## src/rtl/tm_mul_sched.sv

```systemverilog
// tm_mul_sched: two-requester round-robin front end feeding a truncated
// shift-and-add multiplier. Operand bits below index K are ignored, so the
// result is ((a>>K)*(b>>K))<<(2K) and takes 8-K cycles to compute.
//
// state | meaning
// ------+---------------------------------------------------------------
// IDLE  | waiting for a requester; ready is granted combinationally
// CALC  | one multiplier row of b per cycle, rows K..7
// DONE  | result held on out_prod/out_id until the consumer takes it
module tm_mul_sched #(
    parameter int K = 7,
    parameter int W = 8
) (
    input  logic              clk,
    input  logic              rst_n,
    input  logic              req0_valid,
    output logic              req0_ready,
    input  logic [W-1:0]      req0_a,
    input  logic [W-1:0]      req0_b,
    input  logic              req1_valid,
    output logic              req1_ready,
    input  logic [W-1:0]      req1_a,
    input  logic [W-1:0]      req1_b,
    output logic              out_valid,
    input  logic              out_ready,
    output logic [2*W-1:0]    out_prod,
    output logic              out_id,
    output logic              busy
);

    localparam int RW = $clog2(W);
    localparam logic [W-1:0]  A_MASK    = W'({W{1'b1}} << K);
    localparam logic [RW-1:0] ROW_FIRST = RW'(K);
    localparam logic [RW-1:0] ROW_LAST  = RW'(W - 1);

    typedef enum logic [1:0] {
        IDLE = 2'd0,
        CALC = 2'd1,
        DONE = 2'd2
    } state_t;

    state_t          state;
    logic            prio;
    logic [W-1:0]    a_q;
    logic [W-1:0]    b_q;
    logic [2*W-1:0]  acc;
    logic [RW-1:0]   row;
    logic            id_q;

    logic            grant_any;
    logic            grant_idx;
    logic [W-1:0]    grant_a;
    logic [W-1:0]    grant_b;
    logic [2*W-1:0]  partial;

    // Round-robin arbitration; ready is only offered in IDLE and never during reset.
    always_comb begin
        grant_any = 1'b0;
        grant_idx = 1'b0;
        if (state == IDLE && rst_n) begin
            if (req0_valid && req1_valid) begin
                grant_any = 1'b1;
                grant_idx = prio;
            end else if (req0_valid) begin
                grant_any = 1'b1;
                grant_idx = 1'b0;
            end else if (req1_valid) begin
                grant_any = 1'b1;
                grant_idx = 1'b1;
            end
        end
    end

    // Operand mux for the granted requester and the shifted partial product of the current row.
    always_comb begin
        grant_a = grant_idx ? req1_a : req0_a;
        grant_b = grant_idx ? req1_b : req0_b;
        partial = {{W{1'b0}}, a_q} << row;
    end

    assign req0_ready = grant_any && !grant_idx;
    assign req1_ready = grant_any &&  grant_idx;
    assign out_prod   = acc;
    assign out_id     = id_q;

    // Sequencer: latch on grant, accumulate one row per cycle, hold the result until taken.
    always_ff @(posedge clk) begin
        if (!rst_n) begin
            state     <= IDLE;
            prio      <= 1'b0;
            a_q       <= '0;
            b_q       <= '0;
            acc       <= '0;
            row       <= '0;
            id_q      <= 1'b0;
            out_valid <= 1'b0;
            busy      <= 1'b0;
        end else begin
            case (state)
                IDLE: begin
                    if (grant_any) begin
                        // Low operand bits are cleared here so the row loop never sees them.
                        a_q   <= grant_a & A_MASK;
                        b_q   <= grant_b;
                        id_q  <= grant_idx;
                        prio  <= ~grant_idx;
                        acc   <= '0;
                        row   <= ROW_FIRST;
                        busy  <= 1'b1;
                        state <= CALC;
                    end
                end
                CALC: begin
                    if (b_q[row]) begin
                        acc <= acc + partial;
                    end
                    row <= row + 1'b1;
                    if (row == ROW_LAST) begin
                        out_valid <= 1'b1;
                        state     <= DONE;
                    end
                end
                DONE: begin
                    if (out_ready) begin
                        out_valid <= 1'b0;
                        busy      <= 1'b0;
                        state     <= IDLE;
                    end
                end
                default: begin
                    out_valid <= 1'b0;
                    busy      <= 1'b0;
                    state     <= IDLE;
                end
            endcase
        end
    end

endmodule

```

## config.mk

```make
export PLATFORM = sky130hd
export DESIGN_NAME = tm_mul_sched
export DESIGN_NICKNAME = d
export VERILOG_FILES = /design/src/rtl/tm_mul_sched.sv
export SDC_FILE = /design/constraint.sdc
export NUM_CORES = 1
export LEC_CHECK = 0
export CORE_MARGIN = 3
export CORE_UTILIZATION = 27
export CTS_CLUSTER_SIZE = 8
export DETAILED_ROUTE_END_ITERATION = 12
export DONT_BUFFER_PORTS = 1
export GPL_ROUTABILITY_DRIVEN = 0
export REMOVE_ABC_BUFFERS = 1
export SLEW_MARGIN = 20
export SYNTH_ARGS = -nofsm -noshare
export SYNTH_HDL_FRONTEND = slang
export SYNTH_SLANG_ARGS = --single-unit
```

## constraint.sdc

```tcl
create_clock -name clk -period 2.8 [get_ports clk]
set_input_delay 0.28 -clock clk [delete_from_list [all_inputs] [get_ports clk]]
set_output_delay 0.28 -clock clk [all_outputs]
set_load 0.03 [all_outputs]
```

==> impl_metrics.env, run 1 <==
export IMPL_cpPeakStageDelay_ns=0.56
export IMPL_cp_depth=8
export IMPL_setup_viol=0
export IMPL_regArea_um2=541
export IMPL_die_x_um=84.6
export IMPL_nFillCells=653
export IMPL_h_tree_depth=1
export IMPL_outcome="completed"
export IMPL_synth_edff_count=0
export IMPL_path_cells="nand2_1 > nor2_1 > ha_1 > and2_1 > a221oi_2 > a211oi_1 > a41o_1 > o311a_1"
export IMPL_root_buffer="clkbuf_8"
export IMPL_timing_fmax_mhz=416
export IMPL_rsz0062_at_grt="no"
export IMPL_cts_num_sinks=27
export IMPL_synthDistinctLibCells=47
export IMPL_tightestPinTransition_ns=0.675
export IMPL_top_level_ports=58
export IMPL_grt_util_all_layers=0.103
export IMPL_clockBufferDepth=2
export IMPL_clock_latency_ns=0.28
export IMPL_finalSetupTns_ns=0
export IMPL_cts_setup_buffers=0
export IMPL_hold_path_class="in2reg"
export IMPL_postCtsHoldBufs=0
export IMPL_vdd_drop_max_uv=149
export IMPL_cellLeakagePower_nw=0.739
export IMPL_worst_setup_path_type="reg2reg"
export IMPL_crit_slowest_cell="dfxtp_1"
export IMPL_finalHoldViolations=0
export IMPL_power_mw=0.788
export IMPL_die_area_um2=7160
export IMPL_num_rows=28
export IMPL_diodes=0
export IMPL_fin_crit_sh=0.859
export IMPL_required_ns=2.97
export IMPL_area_delta_synth_final_pct=5.70
export IMPL_rr_worst_depth=8
export IMPL_grt_max_degree=29
export IMPL_drive_gt1_frac=0.0938
export IMPL_min_period_ns=2.40
export IMPL_grt_pass1_wl_um=6170
export IMPL_path_buf_inv=0
export IMPL_cts_tree="done"
export IMPL_initial_utilization=0.280
export IMPL_dr_pass1_iters=4
export IMPL_skew_ns=0.00497
export IMPL_antenna_found_initial=0
export IMPL_grt_pass1_vias=1309
export IMPL_cp_arrival_ns=2.58
export IMPL_crit_fanout=10
export IMPL_clk_pin_slew_ns=0.10
export IMPL_cp_start_kind="flop"
export IMPL_min_delay_path_depth=2
export IMPL_yosysWarnings=0
export IMPL_dpl_hpwl_um=2710
export IMPL_cts_made_buffers=3
export IMPL_routed_wl_um=3550
export IMPL_fin_nets=241
export IMPL_drt_iter0_markers=50
export IMPL_async_flop_share=0
export IMPL_drc=0
export IMPL_slew_viol_final=0
export IMPL_antenna_left=0
export IMPL_relSlewSlack=0.550
export IMPL_setup_ws_ns=0.395
export IMPL_syn_area_um2=1670
export IMPL_ys_ff_latch=27
export IMPL_place_ws_ns=0.299
export IMPL_synth_cells=194
export IMPL_die_y_um=84.6
export IMPL_p_per_area_nw_per_um2=447
export IMPL_r2r_slack_ns=0.40
export IMPL_post_cts_resized=0
export IMPL_core_area_um2=5960
export IMPL_via_count=1340
export IMPL_routedWlPerCell_um=13.3
export IMPL_crit_family="compound AO/OA/AOI/OAI gates"
export IMPL_cap_violations=0
export IMPL_grt_overflow_total=0
export IMPL_multi_input_area_um2=1030
export IMPL_critPathCaptureType="flop"
export IMPL_vias_per_cell=5.02
export IMPL_ys_flop_type="dfxtp_1"
export IMPL_ys_seq_area_frac=0.324
export IMPL_portBuffers=0
export IMPL_syn_area_per_cell_um2=8.60
## flip-flops by register name, indices dropped and copies added, names as in the netlist
signal / count
out_id: 1
row: 3
state: 2
a_q: 1
b_q: 8
out_prod: 9
busy: 1
out_valid: 1
prio: 1
## report_power, final
part | internal (mW) | switching, mW | leakage, nW
Clock | 0.101 | 0.132 | 0.0217
Sequential | 0.406 | 0.0303 | 0.221
Combinational | 0.0492 | 0.0691 | 0.496
## routing by layer
metal  wire length (um)  track usage  vias up
met5                  0            0        -
met4                 19       0.0259        0
met1               1690        0.135      623
met3                173       0.0236        2
li1                   -            -      690
met2               1670        0.172       25
## worst paths after layout
path                  endpoint  startpoint
setup / recovery  out_prod[14]      row[0]
hold reg to reg           prio        prio
hold / removal          row[0]       rst_n
setup reg to reg  out_prod[14]      row[0]
## cell usage after synthesis, types with 6 or more instances
library cell | n | area (um2)
dfxtp_1 | 27 | 541
nand2_1 | 18 | 67.6
nor2_1 | 15 | 56.3
a21oi_1 | 11 | 55.1
ha_1 | 10 | 125
a22oi_1 | 9 | 67.6
and3_1 | 9 | 56.3
o21ai_0 | 9 | 45.0
a21boi_0 | 8 | 60.1
buf_4 | 7 | 52.6
o21a_1 | 6 | 45.0
## through the flow
step	cell area, um2	std cells	hold slack (ns)	util
finish	1760	267	0.115	0.296
global route	1760	267	0.105	0.296
floorplan	1570	182	0.396	-
global placement	1710	263	0.405	0.287
detailed placement	1710	263	0.408	0.287
CTS	1760	267	0.113	0.295
## cell usage in the layout (no fill, tap or decap), drive strengths merged, types with 3 or more instances in the layout
| cell type | synthesis | routed |
|---|---|---|
| dfxtp | 27 | 27 |
| a22oi | 9 | 9 |
| nand2 | 19 | 19 |
| buf | 12 | 6 |
| nor3 | 5 | 5 |
| a21boi | 11 | 11 |
| and2 | 3 | 3 |
| ha | 10 | 10 |
| nor2b | 5 | 5 |
| a211oi | 3 | 3 |
| conb | 1 | 7 |
| clkbuf | 6 | 3 |
| and3 | 10 | 10 |
| nand3 | 3 | 3 |
| nor2 | 16 | 16 |
| o21a | 6 | 6 |
| nor3b | 3 | 3 |
| o21ai | 10 | 10 |
| nand2b | 4 | 4 |
| a21oi | 11 | 11 |
## worst reg2reg max path, delay by kind of cell (launching register included)
| kind | cells | cell delay (ns) |
|---|---|---|
| AO/OA/AOI/OAI | 4 | 0.99 |
| adder cells (fa/ha/maj) | 1 | 0.29 |
| flip-flops | 1 | 0.56 |
| AND/OR/NAND/NOR | 3 | 0.46 |
## kinds of logic (layout without fill, tap and decap cells)
logic type	count (synthesis)	in the layout	synth area share
AOI/OAI and AO/OA	59	59	0.241
xor gates and xnor gates	2	2	0.0105
adders and majority gates	11	11	0.0870
buffers and inverters	19	11	0.0750
DFF	27	27	0.324
muxes	4	4	0.0420
other	1	7	0.00225
and+or+nand+nor	71	71	0.219
## final cells by class
| type | instances | area share |
|---|---|---|
| sequential | 27 | 0.306 |
| inverter | 1 | 0.00213 |
| tap | 75 | 0.0532 |
| clock buffer | 3 | 0.0234 |
| timing repair buffer | 6 | 0.0255 |
| multi-input combinational | 154 | 0.585 |
| clock inverter | 1 | 0.00426 |
No activity file was read; power rests on OpenSTA's default activity.
==> run 2, diff against run 1 <==
--- a/config.mk
+++ b/config.mk
@@ -6,11 +6,13 @@
 export NUM_CORES = 1
 export LEC_CHECK = 0
 export CORE_MARGIN = 3
-export CORE_UTILIZATION = 27
+export CORE_UTILIZATION = 59
 export CTS_CLUSTER_SIZE = 8
 export DETAILED_ROUTE_END_ITERATION = 12
 export DONT_BUFFER_PORTS = 1
 export GPL_ROUTABILITY_DRIVEN = 0
+export MAX_ROUTING_LAYER = met4
+export PLACE_DENSITY = 0.75
 export REMOVE_ABC_BUFFERS = 1
 export SLEW_MARGIN = 20
 export SYNTH_ARGS = -nofsm -noshare
==> impl_metrics.env, run 2 (synthesis gave the netlist of run 1 again) <==
export IMPL_cp_arrival_ns=2.67
export IMPL_clockBufferDepth=2
export IMPL_path_buf_inv=0
export IMPL_clk_pin_slew_ns=0.14
export IMPL_top_level_ports=58
export IMPL_die_x_um=59.2
export IMPL_h_tree_depth=1
export IMPL_cts_setup_buffers=0
export IMPL_vdd_drop_max_uv=370
export IMPL_num_rows=18
export IMPL_required_ns=3.07
export IMPL_antenna_left=0
export IMPL_initial_utilization=0.644
export IMPL_final_common_cell="dfxtp_1"
export IMPL_cpPeakStageDelay_ns=0.58
export IMPL_final_util=0.643
export IMPL_worst_setup_path_type="reg2reg"
export IMPL_via_count=1366
export IMPL_tightestPinTransition_ns=0.655
export IMPL_critPathCaptureType="flop"
export IMPL_die_area_um2=3500
export IMPL_critPathMostFrequentCell="nor2_1"
export IMPL_dpl_hpwl_um=2430
export IMPL_grt_pass1_wl_um=5820
export IMPL_clock_latency_ns=0.32
export IMPL_drive_gt1_frac=0.0737
export IMPL_setup_viol=0
export IMPL_diodes=0
export IMPL_root_buffer="clkbuf_4"
export IMPL_crit_family="simple AND/OR/NAND/NOR gates"
export IMPL_cellLeakagePower_nw=0.717
export IMPL_die_y_um=59.2
export IMPL_vias_per_cell=6.21
export IMPL_rr_worst_depth=8
export IMPL_drc=0
export IMPL_rsz0062_at_grt="no"
export IMPL_area_delta_synth_final_pct=-0.300
export IMPL_core_area_um2=2590
export IMPL_outcome="completed"
export IMPL_skew_ns=0.00105
export IMPL_p_per_area_nw_per_um2=434
export IMPL_relSlewSlack=0.563
export IMPL_cp_start_kind="flop"
export IMPL_crit_slowest_cell="dfxtp_1"
export IMPL_routed_wl_um=3360
export IMPL_largest_reg_flops=9
export IMPL_antenna_found_initial=0
export IMPL_post_cts_resized=0
export IMPL_postCtsHoldBufs=0
export IMPL_cts_num_sinks=27
export IMPL_timing_fmax_mhz=416
export IMPL_finalSetupTns_ns=0
export IMPL_fin_nets=239
export IMPL_cts_made_buffers=3
export IMPL_final_cell_mix="dfxtp_1 (27), nand2_1 (18), nor2_1 (15), a21oi_1 (11), ha_1 (10)"
export IMPL_grt_overflow_total=0
export IMPL_grt_pass1_vias=1395
export IMPL_routedWlPerCell_um=15.3
export IMPL_portBuffers=0
export IMPL_crit_fanout=10
export IMPL_drt_iter0_markers=78
export IMPL_grt_util_all_layers=0.216
export IMPL_cts_tree="done"
export IMPL_cp_depth=8
export IMPL_grt_max_degree=29
export IMPL_finalHoldViolations=0
export IMPL_path_cells="or2b_1 > nor2_1 > fa_1 > a211oi_1 > nor2_1 > a31oi_1 > or4_1 > a21boi_1"
export IMPL_hold_path_class="in2reg"
export IMPL_cap_violations=0
export IMPL_min_delay_path_depth=2
export IMPL_min_period_ns=2.40
export IMPL_slew_viol_final=0
export IMPL_fin_crit_sh=0.858
export IMPL_dr_pass1_iters=4
run 2: cell types whose count changed in the layout (fill, tap and decap cells not counted), sizes merged:
| cell | before | now |
|---|---|---|
| buf | 6 | 4 |
| clkbuf | 3 | 4 |
| clkinvlp | 1 | 0 |
run 2: worst reg2reg max path: stages, from the launching register on:
cell,delay [ns]
dfxtp_1,0.58
or2b_1,0.29
nor2_1,0.17
fa_1,0.28
a211oi_1,0.10
nor2_1,0.24
a31oi_1,0.14
or4_1,0.41
a21boi_1,0.14
run 2: final timing paths:
path	end	from	slack, ns
max	out_prod[15]	row[0]	0.40
min	row[0]	rst_n	0.07
max reg2reg	out_prod[15]	row[0]	0.40
min reg2reg	prio	prio	0.51
run 2: through the flow:
| step | hold WS [ns] | area (um2) | power, mW | worst slack [ns] | instances |
|---|---|---|---|---|---|
| after floorplan | 0.396 | 1570 | 0.536 | 0.569 | 182 |
| final | 0.0661 | 1660 | 0.723 | 0.398 | 220 |
| after detailed placement | 0.405 | 1640 | 0.565 | 0.417 | 216 |
| after CTS | 0.0435 | 1660 | 0.732 | 0.371 | 220 |
| after global routing | 0.0322 | 1660 | 0.770 | 0.167 | 220 |
| after global placement | 0.400 | 1640 | 0.558 | 0.449 | 216 |
run 2: routing by layer:
metal	GRT usage	vias to the layer above	wire length, um
met1	0.250	632	1420
met2	0.367	54	1700
met3	0.0349	6	203
met5	-	-	0
li1	-	674	-
met4	0.0874	0	34
run 2: cell type report:
| class | instances | area (um2) |
|---|---|---|
| fillers | 225 | 926 |
| clock buffers | 4 | 26.3 |
| inverters | 1 | 3.75 |
| multi-input cells | 154 | 1030 |
| well taps | 30 | 37.5 |
| flip-flops and latches | 27 | 541 |
| repair buffers | 4 | 30.0 |
run 2: power by group:
group	internal (mW)	switching [mW]	total [mW]
Combinational	0.0490	0.0687	0.118
Clock	0.0558	0.112	0.167
Sequential	0.407	0.0312	0.438
Total	0.511	0.212	0.723
